### src/rtl/serial_adder_pkg.sv
// Shared types and constants for the bit-serial adder.
package serial_adder_pkg;

  typedef enum logic [1:0] {S_IDLE, S_RUN, S_FIN} state_t;

  localparam int MAX_WIDTH = 64;

  // Bit counter width; a 1-bit adder still needs a 1-bit counter.
  function automatic int cnt_width(input int w);
    return (w > 1) ? $clog2(w) : 1;
  endfunction

endpackage

### src/rtl/serial_adder_fa_cell.sv
// Gate-level full adder: two half adders plus an OR for the carry.
module fa_cell (
  input  logic a,
  input  logic b,
  input  logic ci,
  output logic s,
  output logic co
);

  wire p, g1, g2;

  xor u_x1 (p, a, b);
  and u_a1 (g1, a, b);
  xor u_x2 (s, p, ci);
  and u_a2 (g2, p, ci);
  or  u_o1 (co, g1, g2);

endmodule

### src/rtl/serial_adder.sv
// Bit-serial adder, LSB first, with START/BUSY/DONE handshake.
// Optional subtract mode (SUB port) enabled by defining SERIAL_ADDER_SUB_EN.
//   state  | meaning
//   S_IDLE | waiting for start; sum/cout hold last result
//   S_RUN  | one result bit per clock through the FA cell
//   S_FIN  | done pulse; result valid
module serial_adder
  import serial_adder_pkg::*;
#(
  parameter int WIDTH = 8
) (
  input  logic             clk,
  input  logic             rst,
  input  logic             start,
  input  logic [WIDTH-1:0] a,
  input  logic [WIDTH-1:0] b,
  input  logic             cin,
`ifdef SERIAL_ADDER_SUB_EN
  input  logic             sub,
`endif
  output logic             busy,
  output logic             done,
  output logic [WIDTH-1:0] sum,
  output logic             cout
);

  localparam int CW = cnt_width(WIDTH);

  state_t           state, state_nx;
  logic [CW-1:0]    cnt;
  logic             carry;
  logic [WIDTH-1:0] a_sr, b_sr, sum_sr, sum_q, s_msb, sum_shift;
  logic             cout_q;
  logic             b_bit, s_bit, c_bit, carry_init, last_bit;

`ifdef SERIAL_ADDER_SUB_EN
  logic sub_q;

  // Subtract as A + ~B + 1; cin is ignored in this mode.
  assign b_bit      = b_sr[0] ^ sub_q;
  assign carry_init = sub ? 1'b1 : cin;
`else
  assign b_bit      = b_sr[0];
  assign carry_init = cin;
`endif

  fa_cell u_fa (
    .a  (a_sr[0]),
    .b  (b_bit),
    .ci (carry),
    .s  (s_bit),
    .co (c_bit)
  );

  assign last_bit = (cnt == CW'(WIDTH - 1));

  always_comb begin
    s_msb            = '0;
    s_msb[WIDTH-1]   = s_bit;
    sum_shift        = (sum_sr >> 1) | s_msb;
  end

  always_ff @(posedge clk or posedge rst) begin
    if (rst) state <= S_IDLE;
    else     state <= state_nx;
  end

  always_comb begin
    state_nx = state;
    busy     = 1'b0;
    done     = 1'b0;
    case (state)
      S_IDLE: if (start) state_nx = S_RUN;
      S_RUN: begin
        busy = 1'b1;
        if (last_bit) state_nx = S_FIN;
      end
      S_FIN: begin
        busy     = 1'b1;
        done     = 1'b1;
        state_nx = S_IDLE;
      end
      default: state_nx = S_IDLE;
    endcase
  end

  always_ff @(posedge clk or posedge rst) begin
    if (rst) begin
      cnt    <= '0;
      carry  <= 1'b0;
      a_sr   <= '0;
      b_sr   <= '0;
      sum_sr <= '0;
      sum_q  <= '0;
      cout_q <= 1'b0;
`ifdef SERIAL_ADDER_SUB_EN
      sub_q  <= 1'b0;
`endif
    end else begin
      case (state)
        S_IDLE: if (start) begin
          a_sr  <= a;
          b_sr  <= b;
          carry <= carry_init;
          cnt   <= '0;
`ifdef SERIAL_ADDER_SUB_EN
          sub_q <= sub;
`endif
        end
        S_RUN: begin
          a_sr   <= a_sr >> 1;
          b_sr   <= b_sr >> 1;
          sum_sr <= sum_shift;
          carry  <= c_bit;
          cnt    <= cnt + 1'b1;
          // Outputs load on the edge that enters FIN so they are valid with done.
          if (last_bit) begin
            sum_q  <= sum_shift;
            cout_q <= c_bit;
          end
        end
        default: ;
      endcase
    end
  end

  assign sum  = sum_q;
  assign cout = cout_q;

endmodule

### config.mk
export PLATFORM = sky130hd
export DESIGN_NAME = serial_adder
export DESIGN_NICKNAME = d
export VERILOG_FILES = /design/src/rtl/serial_adder_pkg.sv /design/src/rtl/serial_adder_fa_cell.sv /design/src/rtl/serial_adder.sv
export SDC_FILE = /design/constraint.sdc
export NUM_CORES = 1
export LEC_CHECK = 0
export ABC_AREA = 0
export BUFFER_PORTS_ARGS = -buffer_cell sky130_fd_sc_hd__buf_2
export CORE_ASPECT_RATIO = 2
export CORE_MARGIN = 3
export CORE_UTILIZATION = 59
export CTS_CLUSTER_DIAMETER = 50
export DETAILED_ROUTE_END_ITERATION = 16
export GPL_ROUTABILITY_DRIVEN = 0
export PLACE_DENSITY = 0.83
export SKIP_LAST_GASP = 1
export SYNTH_ARGS = -nofsm -noshare
export SYNTH_HDL_FRONTEND = slang
export SYNTH_SLANG_ARGS = --single-unit
export TNS_END_PERCENT = 5
### constraint.sdc
create_clock -name clk -period 4.7 [get_ports clk]
set_clock_uncertainty 0.05 [all_clocks]
set_input_delay 0.47 -clock clk [delete_from_list [all_inputs] [get_ports clk]]
set_output_delay 0.47 -clock clk [all_outputs]
set_load 0.02 [all_outputs]
After elaboration in Yosys (flattened, before gate mapping)

Index checks and enable logic that the tools add are counted.

Input bits: 20
Output and inout bits: 11
Word-level logic and storage cells: 39
Register bits after elaboration: 39

Reductions and logical operators: 6
Bitwise logic cells: 6
Multiplexer cells: 13
$add $sub $neg: 1
Eq/ne operators: 5

Operators with widths:

| kind                  | number |
|---|---|
| $pmux W8 S2           | 2 |
| $mux W8               | 2 |
| $or A7 B8 Y8          | 1 |
| $pmux W3 S2           | 1 |
| $reduce_and A2 Y1     | 3 |
| $mux W2               | 2 |
| $ne A2 B2 Y1 const B  | 2 |
| $pmux W2 S2           | 1 |
| $add A3 B1 Y3 const B | 1 |
| $eq A3 B3 Y1 const B  | 1 |
| $mux W1               | 3 |
| $mux W3               | 1 |
| $and A1 B1 Y1         | 2 |
| $eq A2 B1 Y1 const B  | 1 |
| $eq A2 B2 Y1 const B  | 1 |
| $logic_not A2 Y1      | 1 |
| $pmux W1 S2           | 1 |
| $reduce_bool A2 Y1    | 1 |
| $reduce_or A2 Y1      | 1 |
| $xor A1 B1 Y1         | 2 |
| $or A1 B1 Y1          | 1 |

Logic depth before layout (Yosys ltp)

Gate-level depths: netlist (run 1).

Depth after elaboration: 4
Depth in mapped cells: 7

Modules after synthesis

From an unflattened synthesis (run 1), not the netlist that was laid out.

Cells, all modules: 161
Area, all modules: 1986.9 um^2

Modules (own cells, without submodules):

| module       | instances | cells each | area each (um^2) | seq. area each (um^2) |
|---|---|---|---|---|
| serial_adder | 1         | 160        | 1966.9           | 950.9 |
| fa_cell      | 1         | 1          | 20.0             | 0.0 |

Least setup slack after synthesis (run 1)

No wires, ideal clock.

Path type: flip-flop to flip-flop
Start: reg state[1]
End: reg a_sr[0]
Data required time: 4530 ps
Period minus slack after synthesis: 1559 ps
Library setup time: 120 ps
Arrival: 1389 ps
Stages on the path, launching flop included: 8
Path slack: 3141 ps
Path through: dfrtp_1 > inv_1 > ha_1 > or2_1 > buf_6 > buf_6 > a21o_1 > o211a_1

Longest elaborated chain between the ends: 3
Elaborated cells between the ends (all ways): 6
Those cells by class: eq/ne (2); mux (1); reduce/logical (3)

RTL lines:

| item                                                         | line                | RTL |
|---|---|---|
| start: declaration                                           | serial_adder.sv:29  | `state_t state, state_nx;` |
| start signal: assignment                                     | serial_adder.sv:65  | `else state <= state_nx;` |
| $eq A2 B1 Y1 or $logic_not A2 Y1 (tied branches)             | serial_adder.sv:100 | `case (state)` |
| $reduce_bool A2 Y1 (no line) or $ne A2 B2 Y1 (tied branches) | --                  |  |
| $reduce_and A2 Y1 (no line)                                  | --                  |  |
| end signal: assignment                                       | serial_adder.sv:111 | `a_sr <= a_sr >> 1;` |
| end: declaration                                             | serial_adder.sv:32  | `logic [WIDTH-1:0] a_sr, b_sr, sum_sr, sum_q, s_msb, sum_shift;` |

Parallel ways exist; a longest one is shown, timed or not.
A chain may end at the register's enable or synchronous reset.

Final worst setup path (run 1)

Start: reg state[1]
End: reg a_sr[6]

The elaborated chain is that of the path after synthesis.

==> summary.md, run 1 <==
| Metric | Value |
|---|---|
| CTS tree | `built` |
| # setup viols final | `0` |
| CP Max Fanout | `17` |
| Worst Reg-to-Reg Cells | `5` |
| Worst stage delay on the critical path | `0.96 ns` |
| WL/cell | `15.67 um` |
| Cell Area, Synth | `0.001792 mm^2` |
| Worst rel slew slack | `0.2370` |
| Die area | `0.003774 mm^2` |
| Chip Width | `44.97 um` |
| Critical R2R Launch | `state[1]` |
| Slowest CP cell | `nor2b_1` |
| Core outline area | `0.002838 mm^2` |
| Req. time, crit path | `4.82 ns` |
| Vias in the first global route | `1218` |
| Fillcell total | `227` |
| Max-cap viol count | `0` |
| Synth Register Bits | `38` |
| # DRC | `0` |
| Largest net degree at the start of global routing | `39` |
| Commonest non-fill, non-tap cell in the layout | `dfrtp_1` |
| Syn Inst Count | `143` |
| Status | `completed` |
| FP Rows | `27` |
| Share of cells above drive strength 1 | `0.3140` |
| Pwr Density | `627.1 mW/mm^2` |
| Initial DRT Pass Iterations | `4` |
| FF-to-FF setup slack | `2.39 ns` |
| Yosys cell types | `20` |
| Fin crit period | `2.307 ns` |
| Slew @ Worst Pin | `1.142 ns` |
| Initial antenna violation count | `0` |
| Clock tree root driver cell | `clkbuf_8` |
| Drt first-iter violations | `40` |
| R2r endpoint | `a_sr[6]` |
| Register area share after synthesis | `0.5307` |
| P_leak | `0.9913 nW` |
| Final wirelength | `3149 um` |
| Final core occ | `0.7103` |
| Global-route wire length before repair | `5126 um` |
| Crit Path Class | `reg2reg` |
| Commonest non-fill, non-tap cells in the layout | `38 x dfrtp_1, 30 x buf_2, 16 x mux2_2` |
| Layout Nets | `197` |
| Post_cts resized | `0` |
| Final setup TNS | `0 ns` |
| Hold Slack | `0.2329 ns` |
| Ports | `31` |
| Ys Warns | `0` |
| Inserted Clock Buffers | `5` |
| DPL Wire Length | `2238 um` |
| Worst VDD drop | `353.0 uV` |
| Fmax | `433.4 MHz` |
| GRT Total Usage | `0.1799` |
| CP Capture Type | `flip-flop` |
| Antenna fix cells | `0` |
| Die Y | `83.93 um` |
| CTS Hold Bufs | `0` |
| Synthesized Nets | `169` |
| Post CTS Setup Buffer Count | `0` |
| Post-DRT Antenna Nets | `0` |
| # clock sinks | `38` |
| Grt total ovfl | `0` |
| Critical Path AT | `2.42 ns` |
| Vias per inst | `6.005` |
| Syn_area_per_cell | `12.53 um^2` |
| Critical Path, Cell by Cell | `inv_1, ha_1, nor2b_1, nand3b_1, o211a_1` |
| Clock tree buffer depth | `2` |
| Via count | `1207` |
| I/O Buffers | `30` |
| RSZ-0062 raised after global routing | `no` |
| Type of origin of the critical path | `flip-flop` |
| Largest delay share family, worst path | `simple AND/OR/NAND/NOR gates` |
| Area growth, synth to finish | `12.50%` |
| Worst-skew pair later-pin latency | `0.28 ns` |
| Clock transition at the registers of the reported paths | `0.07 ns` |
| Worst Hold Class | `in2async` |
| Initial Util | `0.6314` |
| Final period utilization | `0.4909` |
| CTS H-tree lvls | `2` |
| Final Hold Fails | `0` |
| Final Slew Violations | `0` |
| Sum of buffers and inverters on the critical path | `1` |
## through the flow
stage	total power, mW	worst slack (ns)	instance area (um^2)	std cells
finish	1.264	2.393	2016	201
global route	1.352	2.168	2016	201
CTS	1.278	2.348	2016	201
detailed placement	1.051	2.322	1924	193
global placement	1.024	2.341	1924	193
floorplan	0.9559	3.141	1792	143
## Yosys cell counts (all sizes together)
library cell / count / share of area
a21o: 15 / 0.063
a21oi: 3 / 0.0084
a32o: 2 / 0.011
buf: 10 / 0.034
dfrtp: 38 / 0.53
fa: 1 / 0.011
ha: 5 / 0.035
inv: 4 / 0.0084
mux2: 16 / 0.10
nand2: 5 / 0.010
nand2b: 2 / 0.0070
nand3: 2 / 0.0056
nand3b: 15 / 0.063
nor2: 3 / 0.0063
nor2b: 2 / 0.0070
o211a: 15 / 0.084
o21ai: 4 / 0.011
or2: 1 / 0.0035
## flip-flops by register name, indices dropped and copies added (netlist names)
| name | flops |
|---|---|
| a_sr | 8 |
| b_sr | 8 |
| sum | 8 |
| sum_sr | 7 |
| cnt | 3 |
| state | 2 |
| carry | 1 |
| cout | 1 |
## worst max path at each step
stage	from	end	slack, ns	cells after the start
detailed placement	start	a_sr[5]	2.32	4
global placement	start	a_sr[5]	2.34	4
CTS	state[1]	a_sr[6]	2.35	5
floorplan	state[1]	a_sr[0]	3.14	7
finish	state[1]	a_sr[6]	2.39	5
global route	state[1]	b_sr[0]	2.17	5
## tightest hold or removal path, stage by stage
cell and delay [ns]:
buf_2 0.10, inv_1 0.04, buf_4 0.40
## power breakdown
group,switching (mW),leakage (nW),internal (mW),total [mW]
sequential,0.0828,0.454,0.465,0.548
combinational,0.257,0.489,0.235,0.492
clock,0.106,0.0482,0.118,0.224
total,0.446,0.991,0.818,1.26
## area by class of cell
type | instances | area (um^2) | share of cell area
Sequential cell | 38 | 950.9 | 0.4718
Tap cell | 29 | 36.28 | 0.01800
Multi-Input combinational cell | 91 | 764.5 | 0.3793
Inverter | 4 | 15.01 | 0.007449
Clock buffer | 7 | 86.33 | 0.04283
Clock inverter | 1 | 5.005 | 0.002483
Timing Repair Buffer | 31 | 157.7 | 0.07821
## kinds of logic after synthesis
| group | count (synthesis) | synth area share |
|---|---|---|
| adders and majority gates | 6 | 0.04609 |
| buffers and inverters | 14 | 0.04259 |
| muxes | 16 | 0.1006 |
| and+or+nand+nor | 30 | 0.1027 |
| AOI/OAI and AO/OA | 39 | 0.1774 |
| DFF | 38 | 0.5307 |
## per-layer routing
layer / part of all wire / GRT usage / up-vias
met2: 0.55 / 0.3088 / 33
li1: - / - / 571
met1: 0.37 / 0.1866 / 595
met4: 0.035 / 0.09867 / 0
met3: 0.044 / 0.04320 / 8
met5: 0 / 0 / -
Power figures use the tool's default switching activity.
==> run 2, diff against run 1 <==
--- a/config.mk
+++ b/config.mk
@@ -5,15 +5,15 @@
 export SDC_FILE = /design/constraint.sdc
 export NUM_CORES = 1
 export LEC_CHECK = 0
-export ABC_AREA = 0
+export ABC_AREA = 1
 export BUFFER_PORTS_ARGS = -buffer_cell sky130_fd_sc_hd__buf_2
 export CORE_ASPECT_RATIO = 2
 export CORE_MARGIN = 3
-export CORE_UTILIZATION = 59
+export CORE_UTILIZATION = 49
 export CTS_CLUSTER_DIAMETER = 50
 export DETAILED_ROUTE_END_ITERATION = 16
 export GPL_ROUTABILITY_DRIVEN = 0
-export PLACE_DENSITY = 0.83
+export PLACE_DENSITY = 0.74
 export SKIP_LAST_GASP = 1
 export SYNTH_ARGS = -nofsm -noshare
 export SYNTH_HDL_FRONTEND = slang
==> constraint.sdc (replaced) <==
create_clock -name clk -period 2 [get_ports clk]
set_clock_uncertainty 0.05 [all_clocks]
set_input_delay 0.2 -clock clk [delete_from_list [all_inputs] [get_ports clk]]
set_output_delay 0.2 -clock clk [all_outputs]
set_load 0.02 [all_outputs]
==> run 2 against run 1 <==
Net effect: wire length is 13% higher; sequential share of layout area is 1.1 points lower; critical endpoint is now b_sr[1]; largest cell class unchanged; via count grew 22%; first-iteration DRC count decreased by 38%; die area increased by 20%; maximum frequency increased by 34%.
==> summary.md, run 2 <==
| Metric | Value |
|---|---|
| Async S/R FF share, synth | `1.000 (unchanged)` |
| Syn_area_per_cell | `8.178 um^2 (-35%)` |
| CTS Hold Bufs | `1 (+1)` |
| Post_cts resized | `0 (unchanged)` |
| Vias in the first global route | `1442 (+18%)` |
| CTS H-tree lvls | `2 (unchanged)` |
| DPL Wire Length | `2523 um (+13%)` |
| WL/cell | `11.78 um (-25%)` |
| Post CTS Setup Buffer Count | `0 (unchanged)` |
| P_leak | `1.176 nW (+19%)` |
| Die Y | `92.08 um (+9.7%)` |
| Antenna fix cells | `0 (unchanged)` |
| Commonest non-fill, non-tap cells in the layout | `107 x nand2_1, 38 x dfrtp_1, 30 x buf_2` |
| Drt first-iter violations | `25 (-38%)` |
| CP Capture Type | `flip-flop` |
| Clock transition at the registers of the reported paths | `0.08 ns (about the same)` |
| Crit Path Class | `reg2reg` |
| Chip Width | `49.04 um (+9.1%)` |
| Register area share after synthesis | `0.5238 (-0.006950)` |
| Non-Filler Instances | `301 (+50%)` |
| Pwr Density | `1372 mW/mm^2 (+120%)` |
| Commonest non-fill, non-tap cell in the layout | `nand2_1` |
| Req. time, crit path | `2.13 ns (-2.69 ns)` |
| # DRC | `0 (unchanged)` |
| Initial antenna violation count | `0 (unchanged)` |
| Clock tree buffer depth | `2 (unchanged)` |
| Cell Area, Placed | `0.001961 mm^2 (+1.9%)` |
| Core outline area | `0.003491 mm^2 (+23%)` |
| Post-synth top area share | `0.5238 (-0.006950)` |
| Inserted Clock Buffers | `5 (unchanged)` |
| RSZ-0062 raised after global routing | `no` |
| Fin crit period | `1.717 ns (-0.5901 ns)` |
| Final setup TNS | `0 ns (unchanged)` |
| Final wirelength | `3546 um (+13%)` |
| GRT Total Usage | `0.1770 (-0.002853)` |
| Fmax | `582.3 MHz (+34%)` |
| Final period utilization | `0.8586 (+0.3677)` |
| Synth Register Bits | `38 (unchanged)` |
| Fillcell total | `333 (+47%)` |
| Worst VDD drop | `754.8 uV (+110%)` |
| FP Rows | `30 (+11%)` |
| CP Max Fanout | `21 (+4)` |
| Worst rel slew slack | `0.6857 (+0.4487)` |
| Syn Inst Count | `222 (+55%)` |
| Layout Nets | `278 (+41%)` |
| Top-count cell post-synth | `nand2_1` |
| Ys Warns | `0 (unchanged)` |
| Grt total ovfl | `0 (unchanged)` |
| Design Area, Final | `0.002062 mm^2 (+2.3%)` |
| Final Hold Fails | `0 (unchanged)` |
| Synth area leaders | `dfrtp_1 52%, nand2_1 22%, nand3_1 7.2%` |
| Max-cap viol count | `0 (unchanged)` |
| Die area | `0.004516 mm^2 (+20%)` |
| Number of flops mapped to enable cells by yosys | `0 (unchanged)` |
| # clock sinks | `38 (unchanged)` |
| Worst-skew pair later-pin latency | `0.29 ns (about the same)` |
| Vias per inst | `4.877 (-19%)` |
| Type of origin of the critical path | `flip-flop` |
| Status | `completed` |
| Placed Cells | `292 (+51%)` |
| Worst Hold Class | `in2reg` |
| Ports | `31 (unchanged)` |
| Initial Util | `0.5201 (-0.1113)` |
| Post-DRT Antenna Nets | `0 (unchanged)` |
| Commonest cells post-synth | `107 x nand2_1, 38 x dfrtp_1, 26 x nand3_1, 14 x o21ai_0, 12 x inv_1` |
| Critical Path AT | `1.85 ns (-0.57 ns)` |
| Final Slew Violations | `0 (unchanged)` |
| I/O Buffers | `30 (unchanged)` |
| Share of cells above drive strength 1 | `0.1779 (-0.1361)` |
| Cell Area, Synth | `0.001815 mm^2 (+1.3%)` |
| Top FF cell, synth | `dfrtp_1` |
| Clock tree root driver cell | `clkbuf_8` |
| Area growth, synth to finish | `13.58%` |
| Global-route wire length before repair | `6210 um (+21%)` |
| Via count | `1468 (+22%)` |
| Synthesized Nets | `248 (+47%)` |
| Area leader, netlist | `dfrtp_1` |
| Slew @ Worst Pin | `0.4715 ns (-0.6706 ns)` |
| CTS tree | `built` |
| # setup viols final | `0 (unchanged)` |
| Initial DRT Pass Iterations | `4 (unchanged)` |
| Largest net degree at the start of global routing | `39 (unchanged)` |
| Yosys cell types | `15 (-25%)` |
## run 2: changes by cell type after synthesis, sizes merged, moves of 3 or more
| cell | delta |
|---|---|
| nand3 | +24 |
| nand3b | -15 |
| mux2 | -16 |
| o21ai | +10 |
| nand2 | +105 |
| a21oi | -3 |
| o211a | -15 |
| inv | +10 |
| a21o | -15 |
## run 2: final cells by class
| cell class | instances | area [um^2] | share of cell area |
|---|---|---|---|
| clock buffers | 7 | 86.33 | 0.04187 |
| clock inverters | 1 | 5.005 | 0.002427 |
| inverters | 14 | 52.55 | 0.02549 |
| multi-input cells | 159 | 724.4 | 0.3513 |
| flip-flops and latches | 38 | 950.9 | 0.4612 |
| well taps | 48 | 60.06 | 0.02913 |
| repair buffers | 34 | 182.7 | 0.08859 |
## run 2: metal layers
layer  GRT usage  vias up  routed length [um]
met5           0        -                   0
met4      0.1021        0                 109
met3     0.02439        8                  73
met2      0.3216       21                1944
met1      0.1898      687                1419
li1            -      752                   -
## run 2: critical path, stage by stage (launching register included)
cell and delay [ns]:
dfrtp_1 0.40, inv_1 0.09, ha_1 0.31, inv_2 0.06, nand2_2 0.31, nand2_4 0.21
nand2_1 0.12, nand2_1 0.06
## run 2: logic make-up (layout without fill, tap and decap cells)
| group | Yosys count | after routing | synth area share |
|---|---|---|---|
| AO/OA/AOI/OAI | 14 | 14 | 0.03860 |
| flip-flops | 38 | 38 | 0.5238 |
| adder cells (fa/ha/maj) | 6 | 6 | 0.04549 |
| AND/OR/NAND/NOR | 139 | 139 | 0.3150 |
| buffers and inverters | 25 | 56 | 0.07719 |
## run 2: metrics by stage
stage	hold slack (ns)	worst slack (ns)	utilization	power [mW]
2_1_floorplan	0.2953	0.6655	-	2.116
3_3_place_gp	0.2828	0.3217	0.5616	2.271
3_5_place_dp	0.2834	0.3069	0.5616	2.312
4_1_cts	0.1157	0.2937	0.5907	2.866
5_1_grt	0.1285	0.1116	0.5907	3.094
6_report	0.1297	0.2828	0.5907	2.829
## run 2: final timing paths
path	startpoint	to	slack, ns	depth (start not counted)
setup / recovery	state[0]	b_sr[1]	0.28	7
hold / removal	a[7]	a_sr[7]	0.13	3
setup reg to reg	state[0]	b_sr[1]	0.28	7
hold reg to reg	sum[7]	sum[7]	0.42	2
max in group asynchronous	rst	b_sr[6]	1.06	4
min in group asynchronous	rst	cout	0.51	4
## run 2: power breakdown
| group | switching [mW] | internal [mW] | total [mW] |
|---|---|---|---|
| clock network | 0.263 | 0.278 | 0.542 |
| registers | 0.160 | 1.05 | 1.21 |
| logic | 0.711 | 0.366 | 1.08 |
